--- src/rtl/trng_vn_packer_if.sv ---
// Output word channel of the TRNG post-processor: valid/ready handshake carrying W-bit words.
// The master drives valid and data; the slave answers with ready.
interface trng_vn_packer_if #(
  parameter int W = 32
);
  logic         valid;
  logic [W-1:0] data;
  logic         ready;

  modport master (output valid, output data, input ready);
  modport slave  (input valid, input data, output ready);
endinterface

--- src/rtl/trng_vn_packer.sv ---
// Von Neumann debiasing of a raw TRNG bit stream, packed into W-bit words behind a valid/ready
// output, guarded by a sticky repetition-count health test on the raw samples.
module trng_vn_packer #(
  parameter int W          = 32,
  parameter int RCT_CUTOFF = 32
) (
  input  logic               clk,
  input  logic               rst,
  input  logic               raw_bit_i,
  input  logic               en_i,
  output logic               health_fail_o,
  trng_vn_packer_if.master   out_if
);

  localparam int FCW = $clog2(W + 1);

  typedef enum logic [1:0] {
    ST_FILL = 2'd0,
    ST_FULL = 2'd1,
    ST_FAIL = 2'd2
  } state_t;

  state_t         state_q, state_d;
  logic           phase_q, phase_d;
  logic           first_q, first_d;
  logic           lastb_q, lastb_d;
  logic [7:0]     rcnt_q, rcnt_d;
  logic [W-1:0]   acc_q, acc_d;
  logic [FCW-1:0] fcnt_q, fcnt_d;
  logic           valid_q, valid_d;
  logic [W-1:0]   data_q, data_d;
  logic           hf_q, hf_d;

  logic           sample;
  logic           emit;
  logic           out_free;
  logic           trip;
  logic [W-1:0]   acc_shift;

  assign sample    = en_i && (state_q != ST_FAIL);
  assign emit      = sample && phase_q && (raw_bit_i != first_q);
  assign out_free  = !valid_q || out_if.ready;
  assign acc_shift = {acc_q[W-2:0], first_q};

  always_comb begin
    state_d = state_q;
    phase_d = phase_q;
    first_d = first_q;
    lastb_d = lastb_q;
    rcnt_d  = rcnt_q;
    acc_d   = acc_q;
    fcnt_d  = fcnt_q;
    valid_d = valid_q;
    data_d  = data_q;
    hf_d    = hf_q;
    trip    = 1'b0;

    if (valid_q && out_if.ready) begin
      valid_d = 1'b0;
    end

    // rcnt of zero marks "no sample seen since reset"
    if (sample) begin
      phase_d = ~phase_q;
      lastb_d = raw_bit_i;
      if (!phase_q) begin
        first_d = raw_bit_i;
      end
      if (rcnt_q == 8'd0 || raw_bit_i != lastb_q) begin
        rcnt_d = 8'd1;
      end else if (rcnt_q != 8'hFF) begin
        rcnt_d = rcnt_q + 8'd1;
      end
      trip = (rcnt_d == 8'(RCT_CUTOFF));
    end

    case (state_q)
      ST_FILL: begin
        if (emit) begin
          if (fcnt_q == FCW'(W - 1)) begin
            if (out_free) begin
              data_d  = acc_shift;
              valid_d = 1'b1;
              acc_d   = '0;
              fcnt_d  = '0;
            end else begin
              acc_d   = acc_shift;
              fcnt_d  = FCW'(W);
              state_d = ST_FULL;
            end
          end else begin
            acc_d  = acc_shift;
            fcnt_d = fcnt_q + FCW'(1);
          end
        end
      end
      ST_FULL: begin
        // emitted bits are dropped here; the parked word moves out as soon as the register frees
        if (out_free) begin
          data_d  = acc_q;
          valid_d = 1'b1;
          acc_d   = '0;
          fcnt_d  = '0;
          state_d = ST_FILL;
        end
      end
      default: begin
        valid_d = 1'b0;
      end
    endcase

    if (trip) begin
      state_d = ST_FAIL;
      valid_d = 1'b0;
      acc_d   = '0;
      fcnt_d  = '0;
      hf_d    = 1'b1;
    end
  end

  always_ff @(posedge clk) begin
    if (rst) begin
      state_q <= ST_FILL;
      phase_q <= 1'b0;
      first_q <= 1'b0;
      lastb_q <= 1'b0;
      rcnt_q  <= 8'd0;
      acc_q   <= '0;
      fcnt_q  <= '0;
      valid_q <= 1'b0;
      data_q  <= '0;
      hf_q    <= 1'b0;
    end else begin
      state_q <= state_d;
      phase_q <= phase_d;
      first_q <= first_d;
      lastb_q <= lastb_d;
      rcnt_q  <= rcnt_d;
      acc_q   <= acc_d;
      fcnt_q  <= fcnt_d;
      valid_q <= valid_d;
      data_q  <= data_d;
      hf_q    <= hf_d;
    end
  end

  assign out_if.valid  = valid_q;
  assign out_if.data   = data_q;
  assign health_fail_o = hf_q;

endmodule

--- src/flat_wrapper.sv ---
// flat-port wrapper written by rule: the top's interface ports become plain ports
module trng_vn_packer_flat 
#(
  parameter int W          = 32,
  parameter int RCT_CUTOFF = 32
)
  (clk, rst, raw_bit_i, en_i, health_fail_o, out_if_valid, out_if_data, out_if_ready);
  trng_vn_packer_if #(.W(W)) out_if_i ();
  input  logic clk;
  input  logic rst;
  input  logic raw_bit_i;
  input  logic en_i;
  output logic health_fail_o;
  output wire logic [$bits(out_if_i.valid)-1:0] out_if_valid;
  output wire logic [$bits(out_if_i.data)-1:0] out_if_data;
  input wire logic [$bits(out_if_i.ready)-1:0] out_if_ready;
  assign out_if_valid = out_if_i.valid;
  assign out_if_data = out_if_i.data;
  assign out_if_i.ready = out_if_ready;
  trng_vn_packer #(.W(W), .RCT_CUTOFF(RCT_CUTOFF)) u_core (.clk(clk), .rst(rst), .raw_bit_i(raw_bit_i), .en_i(en_i), .health_fail_o(health_fail_o), .out_if(out_if_i));
endmodule
--- config.mk ---
export PLATFORM = sky130hd
export DESIGN_NAME = trng_vn_packer_flat
export DESIGN_NICKNAME = d
export VERILOG_FILES = /design/src/rtl/trng_vn_packer_if.sv /design/src/rtl/trng_vn_packer.sv /design/src/flat_wrapper.sv
export SDC_FILE = /design/constraint.sdc
export NUM_CORES = 1
export LEC_CHECK = 0
export ABC_AREA = 1
export CORE_UTILIZATION = 40
export CTS_CLUSTER_DIAMETER = 100
export DETAILED_ROUTE_END_ITERATION = 10
export PLACE_DENSITY_LB_ADDON = 0.1
export SYNTH_ARGS = -nofsm -noshare
export SYNTH_HDL_FRONTEND = slang
export SYNTH_SLANG_ARGS = --single-unit
--- constraint.sdc ---
create_clock -name clk -period 3.07 [get_ports clk]
set_input_delay 0.614 -clock clk [delete_from_list [all_inputs] [get_ports clk]]
set_output_delay 0.614 -clock clk [all_outputs]
set_load 0.05 [all_outputs]
Word-level counts from Yosys, hierarchy flattened
Cells that the tools add are included.
{"block": "word_totals", "register_bits": 85, "inputBits": 5, "wordCells": 77}
{"block": "classes", "add_sub_neg": 2, "n_eq_ne": 16, "n_mux": 30, "bitwise_logic": 1, "n_reduce_logical": 17}
{"op": "two-way mux 32 bit", "count": 8}
{"op": "case mux 32 bit (2 select lines)", "count": 2}
{"op": "two-way mux 6 bit", "count": 4}
{"op": "two-way mux 8 bit", "count": 3}
{"op": "AND reduction 5 bit", "count": 3}
{"op": "case mux 6 bit (2 select lines)", "count": 1}
{"op": "two-way mux 2 bit", "count": 5}
{"op": "!= test 3 x 1 -> 1 bit (second input constant)", "count": 3}
{"op": "adder 8 x 1 -> 8 bit (second input constant)", "count": 1}
{"op": "equality test 8 x 6 -> 1 bit (second input constant)", "count": 1}
{"op": "zero test 8 bit", "count": 1}
{"op": "!= test 2 x 1 -> 1 bit (second input constant)", "count": 4}
{"op": "!= test 8 bit (second input constant)", "count": 1}
{"op": "adder 6 x 1 -> 6 bit (second input constant)", "count": 1}
{"op": "equality test 6 x 5 -> 1 bit (second input constant)", "count": 1}
{"op": "two-way mux 1 bit", "count": 5}
{"op": "logical AND 1 bit", "count": 4}
{"op": "!= test 2 bit (second input constant)", "count": 2}
{"op": "case mux 2 bit (2 select lines)", "count": 1}
{"op": "!= test 3 bit (second input constant)", "count": 1}
{"op": "AND reduction 3 bit", "count": 1}
{"op": "nonzero test 3 bit", "count": 1}
{"op": "equality test 2 x 1 -> 1 bit (second input constant)", "count": 1}
{"op": "zero test 2 bit", "count": 1}
{"op": "other kinds (8)", "count": 10}

Longest topological paths before layout
Gate-level depths: netlist of the first run.
{"block": "logic_depth", "word_depth": 8, "mapped_depth": 13, "ltp_nobuf": 12}

Least setup slack after synthesis of the first run
No wires, ideal clock.
{"block": "synth_path", "path_type": "reg2reg", "startpoint": "reg u_core.valid_q, in the netlist u_core.out_if.valid", "endpoint": "reg u_core.data_q[31], in the netlist u_core.out_if.data[31]", "setup_time_ns": 0.116, "arrival_ns": 1.698, "required_ns": 2.954, "path_slack_ns": 1.256, "path_stages_with_launch": 11, "synth_period_minus_slack_ns": 1.814, "cell_sequence": "dfxtp_1 > inv_1 > nor2_1 > inv_1 > o22ai_1 > inv_1 > nand2_1 > inv_2 > buf_4 > nor2_1 > nor2_1"}
{"block": "synth_via", "elab_chain_cells": 4, "word_cells_on_any_way": 5}
{"element": "from (decl)", "line": "trng_vn_packer.sv:30", "rtl": "logic valid_q, valid_d;"}
{"element": "from (signal assigned)", "line": "trng_vn_packer.sv:141", "rtl": "valid_q <= valid_d;"}
{"element": "zero test 1 bit *", "line": "trng_vn_packer.sv:42", "rtl": "assign out_free = !valid_q || out_if.ready;"}
{"element": "logical OR 1 bit *", "line": "trng_vn_packer.sv:42"}
{"element": "!= test 2 x 1 -> 1 bit (no source line)"}
{"element": "AND reduction 5 bit (no source line) *"}
{"element": "to (signal assigned)", "line": "trng_vn_packer.sv:142", "rtl": "data_q <= data_d;"}
{"element": "to (decl)", "line": "trng_vn_packer.sv:31", "rtl": "logic [W-1:0] data_q, data_d;"}
Mark *: on every way between the ends. The rest lies on a longest branch, timed or not.
A chain may end at the register's enable or synchronous reset.

Worst setup path in the final report of the first run
{"block": "layout_path", "startpoint": "reg u_core.fcnt_q[0]", "endpoint": "reg u_core.acc_q[30]"}
{"block": "layout_via", "elab_chain_cells": 4}
{"element": "from (decl)", "line": "trng_vn_packer.sv:29", "rtl": "logic [FCW-1:0] fcnt_q, fcnt_d;"}
{"element": "from (signal assigned)", "line": "trng_vn_packer.sv:140", "rtl": "fcnt_q <= fcnt_d;"}
{"element": "equality test 6 x 5 -> 1 bit", "line": "trng_vn_packer.sv:80", "rtl": "if (fcnt_q == FCW'(W - 1)) begin"}
{"element": "two-way mux 32 bit", "line": "trng_vn_packer.sv:80"}
{"element": "two-way mux 32 bit", "line": "trng_vn_packer.sv:79", "rtl": "if (emit) begin"}
{"element": "case mux 32 bit (2 select lines)", "line": "trng_vn_packer.sv:77", "rtl": "case (state_q)"}
{"element": "to (signal assigned)", "line": "trng_vn_packer.sv:128", "rtl": "acc_q <= '0;"}
{"element": "to (signal assigned)", "line": "trng_vn_packer.sv:139", "rtl": "acc_q <= acc_d;"}
{"element": "to (decl)", "line": "trng_vn_packer.sv:28", "rtl": "logic [W-1:0] acc_q, acc_d;"}
Every way passes these cells. The select of a mux whose other input is x is not followed.

==> summary by stage, run 1 <==
Outcome
The run finished with clean final reports.

Clock tree
Once the clock tree was built, the setup fixing pass inserted 0 buffers. The number of buffers created by CTS is 9. The number of sinks handled by clock tree synthesis is 85. The later pin in the worst-skew pair is clocked with a latency of 350 ps. CTS built an H-tree with a depth of 3.

The clock edge transition at the registers on the reported setup and hold paths is 90 ps. The clock passes through at most 2 buffers. Post-CTS repair changed the size of 0 cells.

The clock root buffer master is sky130_fd_sc_hd__clkbuf_8. TritonCTS built the clock tree. The post-cts hold buffer count is 0.

Detailed routing
The via density per instance is 4.79. The routed design has 8230 µm of wire. In this run the remaining antenna-violating nets after routing total 0.

The remaining design rule violation count is 0. The wire length on met3 is 290 µm. The top routing layer in use is met4. Detailed routing inserted a total of 3503 vias. Dividing the detail-routed wire length by the instance count gives 11.2 µm. The first routing iteration left 140 violations. The wire length on met2 is 3730 µm. Before antenna repair, the detailed router went through 4 iterations.

For this block, wires on met1 add up to 4110 µm.

Cells and area
The multi-input logic area is 1830 µm². The area used by sequential logic in the layout is 1700 µm². The final-layout fill cell count is 996. Cells fill 48.5% of the core in the end. The number of antenna cells inserted is 0. Of the cells placed in the final design, the portion with a size suffix greater than 1 is 6.47%.

The layout-stage area growth over the synthesis result is 15.8%. The final net count is 606. The finished cells cover 4540 µm².

GRT
The number of antenna violations at the first check in global routing was 0. The maximum number of pins on one net before global-route repair is 67. For this run, the total global-route usage over all layers was measured as 17.6%. For this run the aggregate overflow at the end of global routing stands at 0. The first-pass GRT wire length is 14600 µm.

The number of global-route vias before repair was 3172.

Critical path
The critical path goes through ha_1, nand2_1, nor2_1, nand2_1, nor2_2, inv_1, o21ai_4, nor2_1, a21oi_1, nor2_1. The startpoint identified for the worst register-to-register timing path is u_core.fcnt_q[0]. The arrival time of the worst setup path is 2550 ps. In this run the worst setup path begins at u_core.fcnt_q[0].

The maximum fanout count along the critical path is 33. Counting both buffers and inverters, the worst setup path holds a total of 1. The kind of end point of the critical path is a register. STA puts the critical path data required time at 3290 ps. The slowest stage of the critical path belongs to the cell sky130_fd_sc_hd__o21ai_4. The type of element launching the critical path is a register. The peak per-stage delay on the critical path is 720 ps. The class of the most critical setup path is register to register. In this design, the largest share of critical-path delay is due to compound AO/OA/AOI/OAI gates. Counting stages on the worst path, the most repeated cell is sky130_fd_sc_hd__nor2_1.

Synthesis
Of all cell types, the one taking the most synthesized area is sky130_fd_sc_hd__dfxtp_1. Counting every instance in the synthesized netlist gives 573. By area the synthesized netlist is led by sky130_fd_sc_hd__dfxtp_1 43%, sky130_fd_sc_hd__nor2_1 15%, sky130_fd_sc_hd__o21ai_0 10%. The top-area cell type share of the netlist area is 43.4%. The Yosys step of the flow raised 0 warnings. The synthesized netlist net count is 581.

The average cell area after synthesis is 6.85 µm². The synthesized design contains 0 enable-type register cells. The most common cell in the netlist is sky130_fd_sc_hd__nor2_1. The sequential share of the synthesized area is 43.4%. The commonest cells after synthesis are 157 x sky130_fd_sc_hd__nor2_1, 85 x sky130_fd_sc_hd__dfxtp_1, 80 x sky130_fd_sc_hd__o21ai_0, 73 x sky130_fd_sc_hd__nand2_1, 54 x sky130_fd_sc_hd__inv_1. The share of async-settable or async-resettable flops after synthesis is 0%.

The top flip-flop cell by instance count after synthesis is sky130_fd_sc_hd__dfxtp_1. The post-synthesis register bit count is 85. The synthesized cell area is 3920 µm².

The number of distinct library cells after synthesis is 31.

Power
The power per cell area is 449 nW/µm². The peak supply drop is 0.214 mV. The standby leakage power is 1.58 nW. The design draws 0.00204 W.

Floorplan
From left edge to right edge, the die measures 101 µm. The floorplan die height is 101 µm. After floorplanning, the core was sized to cover 9370 µm². The top-level I/O count is 39. The standard-cell row count is 35. The floorplan step defined a die boundary enclosing 10200 µm². The initial utilization of the core area, before any placement, comes to 41.9%.

STA
Dividing the final minimum period by the clock period gives 76.0%. Measured against its own limit, the worst slew margin works out to 38.9%. The setup violation total in the final timing report is 0. Setup repair after global routing left no endpoint under its margin. The number of hold-slack violations in the final timing report is 0. On the final layout, the worst clock skew is 12.6 ps.

The total negative slack is 0 ps. The peak clock frequency supported by timing is 428 MHz. The max-slew violation total from the final report was 0. The worst hold slack across all endpoints is 460 ps. The final critical-path required period is 2330 ps. The pin slew with the least headroom to its limit is 913 ps.

Placement
Summed over all nets, the half-perimeter wirelength after detailed placement is 5300 µm. The number of port buffers is 38. At the end of routability-driven placement, the weighted congestion stood at 0.817. The placed standard-cell area is 4340 µm².

Worst hold path
The type of the most critical hold path is register to register. The startpoint identified for the worst hold timing path is u_core.health_fail_o.

Run
The number of max-cap violations is 0.
==> stage by stage <==
step | std cells | worst slack, ps
after floorplan | 573 | 1260
after global placement | 716 | 496
after detailed placement | 716 | 480
after CTS | 732 | 737
after global routing | 732 | 468
final | 732 | 736
==> worst reg2reg max path, delay by kind of cell (launching register included) <==
kind	cells	cell delay [ps]
AO/OA/AOI/OAI	2	880
AND/OR/NAND/NOR	6	610
flip-flops	1	410
adder cells (fa/ha/maj)	1	180
buffers and inverters	1	120
==> final timing paths <==
kind,to,slack (ps),cells past startpoint
worst min-delay path,u_core.health_fail_o,460,2
worst max register to register,u_core.acc_q[30],740,10
worst max-delay path,u_core.acc_q[30],740,10
worst min register to register,u_core.health_fail_o,460,2
==> kinds of logic after synthesis <==
group	Yosys count	share of synthesized area [%]
buffers and inverters	87	9.95
flip-flops	85	43.4
multiplexers	1	0.287
adder cells (fa/ha/maj)	3	0.957
XOR/XNOR	2	0.447
AND/OR/NAND/NOR	258	26.6
AO/OA/AOI/OAI	137	18.4
==> where the power goes <==
part	switching, W	leakage, nW	internal, W
clock network	0.000411	0.0931	0.000382
logic	0.0000806	0.804	0.0000375
registers	0.0000137	0.687	0.00111
==> flip-flops by register name (all words and copies together), names as in the netlist <==
name and flops:
u_core.health_fail_o 1, u_core.state_q 2, u_core.first_q 1, u_core.fcnt_q 6
u_core.phase_q 1, u_core.out_if.valid 1, u_core.out_if.data 32, u_core.rcnt_q 8
u_core.acc_q 32, u_core.lastb_q 1
==> area by class of cell <==
type | instances | area share, %
Multi-Input combinational cell | 401 | 40.3
Sequential cell | 85 | 37.5
Timing Repair Buffer | 43 | 9.48
Inverter | 58 | 4.79
Tap cell | 129 | 3.55
Clock buffer | 10 | 2.81
Clock inverter | 6 | 1.57
==> placed cells by master, fill, tap and decap left out, drive strengths merged <==
cell           count
bufinv             1
o21ai             86
mux2               1
nand4              3
ha                 3
a32oi              1
nor3               1
nand3             12
xor2               1
a21oi             46
clkdlybuf4s50     38
nor2             162
a41oi              1
o21bai             1
xnor2              1
o22ai              1
inv               59
nand2             78
buf                5
clkinv             2
a211oi             1
clkbuf            10
clkinvlp           2
or2                2
dfxtp             85
==> layer usage <==
layer,vias to the layer above,track usage (%)
met5,-,0
met4,0,4.68
met3,11,3.47
met2,41,29.0
met1,1578,23.5
li1,1873,-
No activity file was read; power rests on OpenSTA's default activity.
==> run 2: changes to the inputs <==
clock period = 2.32 ns   (was 3.07 ns; I/O delays follow)
==> summary by stage, run 2 (same netlist as run 1, synthesis figures left out) <==
Detailed routing
The total detailed-routing wirelength is 8010 µm. For this run, the detailed router's first-pass iteration total came to 4. The total number of vias is 3477. The count of routing violations after the opening detailed-route iteration is 105.

The count of nets left with antenna violations after detail routing is 0. The highest layer touched by signal routing is met4. In the routed design, unresolved DRC markers number 0. Dividing the detail-routed via count by the number of cells gives 4.69. After detailed routing, the average wire length per cell comes to 10.8 µm.

Summed over all nets, wire length on met2 after detailed routing comes to 3680 µm. For this block, wires on met1 add up to 4020 µm. Wire segments on met3 add up to 275 µm in the final route.

Cells and area
The finished layout holds 741 standard cells, fillers aside. After the last flow step, the layout net total stands at 615. The repair_antennas step left the layout with diodes totalling 0. The layout-stage area growth over the synthesis result is 18.3%.

The finished cells cover 4640 µm². The top cell types in the final layout, fill and taps aside, are 157 x sky130_fd_sc_hd__nor2_1, 85 x sky130_fd_sc_hd__dfxtp_1, 80 x sky130_fd_sc_hd__o21ai_0, 73 x sky130_fd_sc_hd__nand2_1, 54 x sky130_fd_sc_hd__inv_1. The fraction of final layout cells with drive strength greater than 1 is 8.01%. The leading cell type in the layout, fill and taps excluded is sky130_fd_sc_hd__nor2_1. The final-layout fill cell count is 972.

Critical path
The maximum fanout count along the critical path is 16. The setup check on the worst reg-to-reg path leaves a slack of 290 ps. For this run, the slowest stage of the critical path takes 430 ps. For the worst setup path, the data required time is 2560 ps. The worst path buffer plus inverter count is 1. The startpoint of the lowest-slack register-to-register path is u_core.rcnt_q[1]. The critical path goes through ha_1, nand2_2, nor2_4, nand2_4, nand2_1, nand2_1, nand2_1, nand3_1, nor2_1, nand2_2, nand2_4, buf_12, nor2_1. The kind of cell with the highest combined delay on the critical path is simple AND/OR/NAND/NOR gates. For this design, the slowest cell found on the critical path is sky130_fd_sc_hd__dfxtp_1. The worst register-to-register path ends at u_core.acc_q[18]. Measured in cells, the most critical reg-to-reg path has a length of 13.

The arrival time of the worst setup path is 2270 ps. The most prevalent standard cell on the critical path is sky130_fd_sc_hd__nand2_1. The critical path is of the register to register type. The kind of end point of the critical path is a register. The type of element launching the critical path is a register.

STA
Setup repair after global routing left no endpoint under its margin. Between clock sinks in the finished design, the worst skew comes to 11.9 ps. Setup violations remaining at the end of the flow were counted as 0. The number of hold-slack violations in the final timing report is 0.

The final critical-path required period is 2030 ps. Setup total negative slack on the finished layout was measured at 0 ps. The max-slew violation total from the final report is 0. The final cycle utilization of the critical path is 87.6%. Based on the critical path, the design can be clocked at up to 492 MHz. The max-slew headroom at the worst pin is 66.1%. The pin slew with the least headroom to its limit is 507 ps.

Placement
Summed over all nets, the half-perimeter wirelength after detailed placement is 5490 µm. The congestion estimate from routability-driven global placement came to 0.798. The placed standard-cell area is 4460 µm².

The count of buffers added on input and output ports is 38. Once placement completed, the tool counted placed cells totaling 725.

Clock tree
The CTS tree is done. The number of sinks handled by clock tree synthesis is 85. The root buffer cell chosen for the clock tree is sky130_fd_sc_hd__clkbuf_8. The clock latency at the later pin of the worst-skew pair is 350 ps. The buffer levels on the longest clock path is 2. The number of buffers created by CTS is 9. Clock-pin slew was measured on the worst setup and hold paths at 90 ps. The buffer count from post-CTS setup fixing is 0.

The post-cts hold buffer count is 0. The CTS H-tree depth is 3. The number of gates resized after CTS was 0.

Power
Power spread over the standard cell area amounts to 563 nW/µm². The proportion of total power due to net switching is 25.9%. The clock network burns 36.5% of the power. The part of the power in registers is 57.0%. In this run the static leakage power is 1.65 nW.

In this run the power spent charging and discharging nets is 0.000677 W. In this run, the combinational gates consume 6.4% of the power. The cell-internal power is 0.00194 W. The peak supply drop is 0.261 mV.

Worst hold path
The worst hold path was traced through 2 stages. The type of the most critical hold path is register to register. The startpoint of the tightest hold check path is u_core.health_fail_o. The worst hold path terminates at u_core.health_fail_o.

GRT
The number of global-route vias before repair was 3168. The first-pass GRT wire length is 13800 µm. The overall overflow remaining after global route is 0. The number of antenna violations at the first check in global routing is 0.

The maximum number of pins on one net before global-route repair is 64. The total track usage is 17.0%.

Run
The tool flagged a number of max-cap violations equal to 0.

Floorplan
39 I/O pins were placed. From bottom edge to top edge, the die measures 101 µm. The die outline width is 101 µm. The initial core utilization is 41.9%.

The die covers 10200 µm². The initialized floorplan defines 35 standard-cell rows. The area of the core is 9370 µm².

Outcome
The flow ran to the end, and the final reports show no timing, DRC or antenna violations.
-- run 2: worst min-delay path, cell delays in order, from the launching register on --
cell,delay (ps)
sky130_fd_sc_hd__dfxtp_1,320
sky130_fd_sc_hd__inv_1,50
sky130_fd_sc_hd__a21oi_1,50
-- run 2: cell type report --
type                    instances  area, µm²  area share, %
clock buffers                   9        124           2.67
clock inverters                 7       57.6           1.24
inverters                      58        218           4.69
multi-input cells             401       1830           39.4
flip-flops and latches         85       1700           36.7
well taps                     129        161           3.48
repair buffers                 52        548           11.8
-- run 2: power groups by stage --
stage	Combinational (W)	Clock, W	Sequential, W
3_5_place_dp	0.000170	0	0.00153
6_report	0.000168	0.000955	0.00149
2_1_floorplan	0.000123	0	0.00152
5_1_grt	0.000190	0.00106	0.00149
4_1_cts	0.000170	0.00100	0.00149
3_3_place_gp	0.000169	0	0.00153
-- run 2: routing by layer --
layer / vias up / GRT usage [%]
met2: 42 / 29.1
met4: 0 / 4.68
met5: - / 0
met1: 1549 / 20.9
li1: 1884 / -
met3: 2 / 4.72
-- run 2: how the worst max path moves through the flow --
stage,startpoint,endpoint,slack (ps),cells past startpoint
after floorplan,u_core.out_if.valid,u_core.out_if.data[31],510,10
after global placement,raw_bit_i,u_core.acc_q[23],-20,10
after detailed placement,raw_bit_i,u_core.acc_q[23],-10,10
after CTS,u_core.rcnt_q[1],u_core.acc_q[30],280,13
after global routing,u_core.rcnt_q[0],u_core.acc_q[14],80,13
final,u_core.rcnt_q[1],u_core.acc_q[18],290,13
-- run 2: stage by stage --
stage          setup slack, ps  utilization, %  total power, W  hold WS (ps)
2_1_floorplan              506               -         0.00164           442
3_3_place_gp             -20.6            47.6         0.00169           449
3_5_place_dp             -11.4            47.6         0.00169           455
4_1_cts                    281            49.5         0.00267           470
5_1_grt                   82.3            49.5         0.00275           506
6_report                   287            49.5         0.00261           465
==> run 3: changes to the inputs <==
clock period = 2.5 ns   (was 2.32 ns; I/O delays follow)
==> summary by stage, run 3 (same netlist as run 1, synthesis figures left out) <==
Detailed routing
Wires add up to 8400 µm. The routed wire length per instance is 11.4 µm. The total number of vias is 3512. In this run, the number of DRC markers left after iteration 0 of detailed routing was 174.

The via density per instance is 4.77. The count of nets left with antenna violations after detail routing is 0. The first detailed-routing pass took 4 iterations.

The remaining design rule violation count is 0.

Placement
The number of port buffers is 38. After detailed placement, the total cell area comes to 4410 µm². Detailed placement ended at an HPWL of 5430 µm. The placed cell count is 720.

The final RePlAce weighted congestion is 0.830.

STA
For the finished layout, the period the worst path requires is 2250 ps. Setup violations remaining at the end of the flow were counted as 0. The number of hold-slack violations in the final timing report is 0. Setup repair after global routing left no endpoint under its margin.

The max-slew violation total from the final report was 0. The worst pin sits at a relative slew slack of 51.8%. The clock arrives with 8.77 ps of skew. For this run, the top clock speed supported by timing is 445 MHz. The total negative slack is 0 ps. The pin slew with the least headroom to its limit is 722 ps. The worst hold slack across all endpoints is 467 ps. The worst path uses 89.8% of the clock period.

Clock tree
The clock root buffer master is sky130_fd_sc_hd__clkbuf_8. Clock latency on the worst-skew pair, taken at its later pin, is 360 ps. TritonCTS created 9 clock buffers.

The CTS H-tree depth is 3. The CTS tree is done. The number of sinks handled by clock tree synthesis is 85. In this run the deepest clock path goes through 2 buffers. Clock-pin slew was measured on the worst setup and hold paths at 90 ps. The post-cts hold buffer count is 0.

Power
The standby leakage power is 1.63 nW. The power per cell area is 566 nW/µm². After layout, the design draws a total of 0.00263 W. The peak supply drop is 0.329 mV.

Outcome
The run finished with clean final reports.

Cells and area
From synthesis to final layout, the design area changed by 18.3%. The leading cell type in the layout, fill and taps excluded is sky130_fd_sc_hd__nor2_1. The final net count is 611. In the layout the commonest cells are 157 x sky130_fd_sc_hd__nor2_1, 85 x sky130_fd_sc_hd__dfxtp_1, 80 x sky130_fd_sc_hd__o21ai_0, 73 x sky130_fd_sc_hd__nand2_1, 54 x sky130_fd_sc_hd__inv_1. The fraction of final layout cells with drive strength greater than 1 is 7.40%.

0 antenna diodes ended up in the layout. The total non-filler cell area in the finished layout is 4640 µm². The post-route non-filler standard cell count is 737.

GRT
The first-pass GRT wire length is 14500 µm. The maximum number of pins on one net before global-route repair is 44. The total track usage is 17.7%. The number of antenna violations at the first check in global routing is 0. The number of global-route vias before repair was 3284. The overall overflow remaining after global route is 0.

Critical path
The class of the most critical setup path is register to register. The kind of end point of the critical path is a register. The type of element launching the critical path is a register.

The data required time of the critical path is 2760 ps. Along the worst path, the maximum fanout reaches 16. The setup slack of the worst register-to-register path is 250 ps. Data arrives at the worst endpoint at 2500 ps.

Floorplan
The floorplan step defined a die boundary enclosing 10200 µm². The standard-cell row count is 35. The total area inside the core boundary comes to 9370 µm².

The initial core utilization is 41.9%. 39 I/O pins were placed. The floorplan step set the die height to 101 µm. The die outline width is 101 µm.

Run
Max-cap violations in this run came to 0.

Worst hold path
The type of the most critical hold path is register to register.
==> run 3: final cells by class <==
cell class                 instances  area [µm²]
fill                             994        4730
multi-input combinational        402        1840
sequential                        85        1700
timing repair buffer              47         498
inverter                          58         218
tap                              129         161
clock buffer                       9         124
clock inverter                     7        97.6
==> run 3: per-stage QoR <==
stage                     setup WS [ps]  utilization [%]
after floorplan                     686                -
after CTS                           157             49.4
after global routing               44.6             49.5
after detailed placement            127             47.0
final                               255             49.5
after global placement              179             47.0
==> run 3: metal layers <==
metal	up-vias	routed length [µm]	track usage, %	share of wire (%)
met3	8	362	3.54	4.3
met1	1562	4050	22.6	48
met2	65	3900	30.0	46
li1	1877	-	-	-
met5	-	0	0	0
met4	0	85	5.69	1.0
==> run 3: critical path: stages, from the launching register on <==
cell	delay [ps]
sky130_fd_sc_hd__dfxtp_1	390
sky130_fd_sc_hd__ha_1	180
sky130_fd_sc_hd__nand2_1	70
sky130_fd_sc_hd__nor2_1	140
sky130_fd_sc_hd__nand2_1	130
sky130_fd_sc_hd__nor2_2	130
sky130_fd_sc_hd__inv_1	180
sky130_fd_sc_hd__o21ai_2	640
sky130_fd_sc_hd__nor2_1	80
sky130_fd_sc_hd__a21oi_1	150
sky130_fd_sc_hd__nor2_1	60
==> run 3: path summary, 6_finish.rpt <==
check                  startpoint                    to  cells after the start
max reg2reg      u_core.fcnt_q[0]      u_core.acc_q[12]                     10
max              u_core.fcnt_q[0]      u_core.acc_q[12]                     10
min          u_core.health_fail_o  u_core.health_fail_o                      2
min reg2reg  u_core.health_fail_o  u_core.health_fail_o                      2
==> run 3: report_power, final <==
group	total (W)	internal [W]	switching [W]
Sequential	0.00138	0.00137	0.0000172
Clock	0.00108	0.000568	0.000516
Combinational	0.000158	0.0000569	0.000101
Total	0.00263	0.00199	0.000634
==> run 3: timing repair <==
action,CTS,global route
resized for setup,0,0
setup endpoints to repair,0,16
buffers inserted,0,0
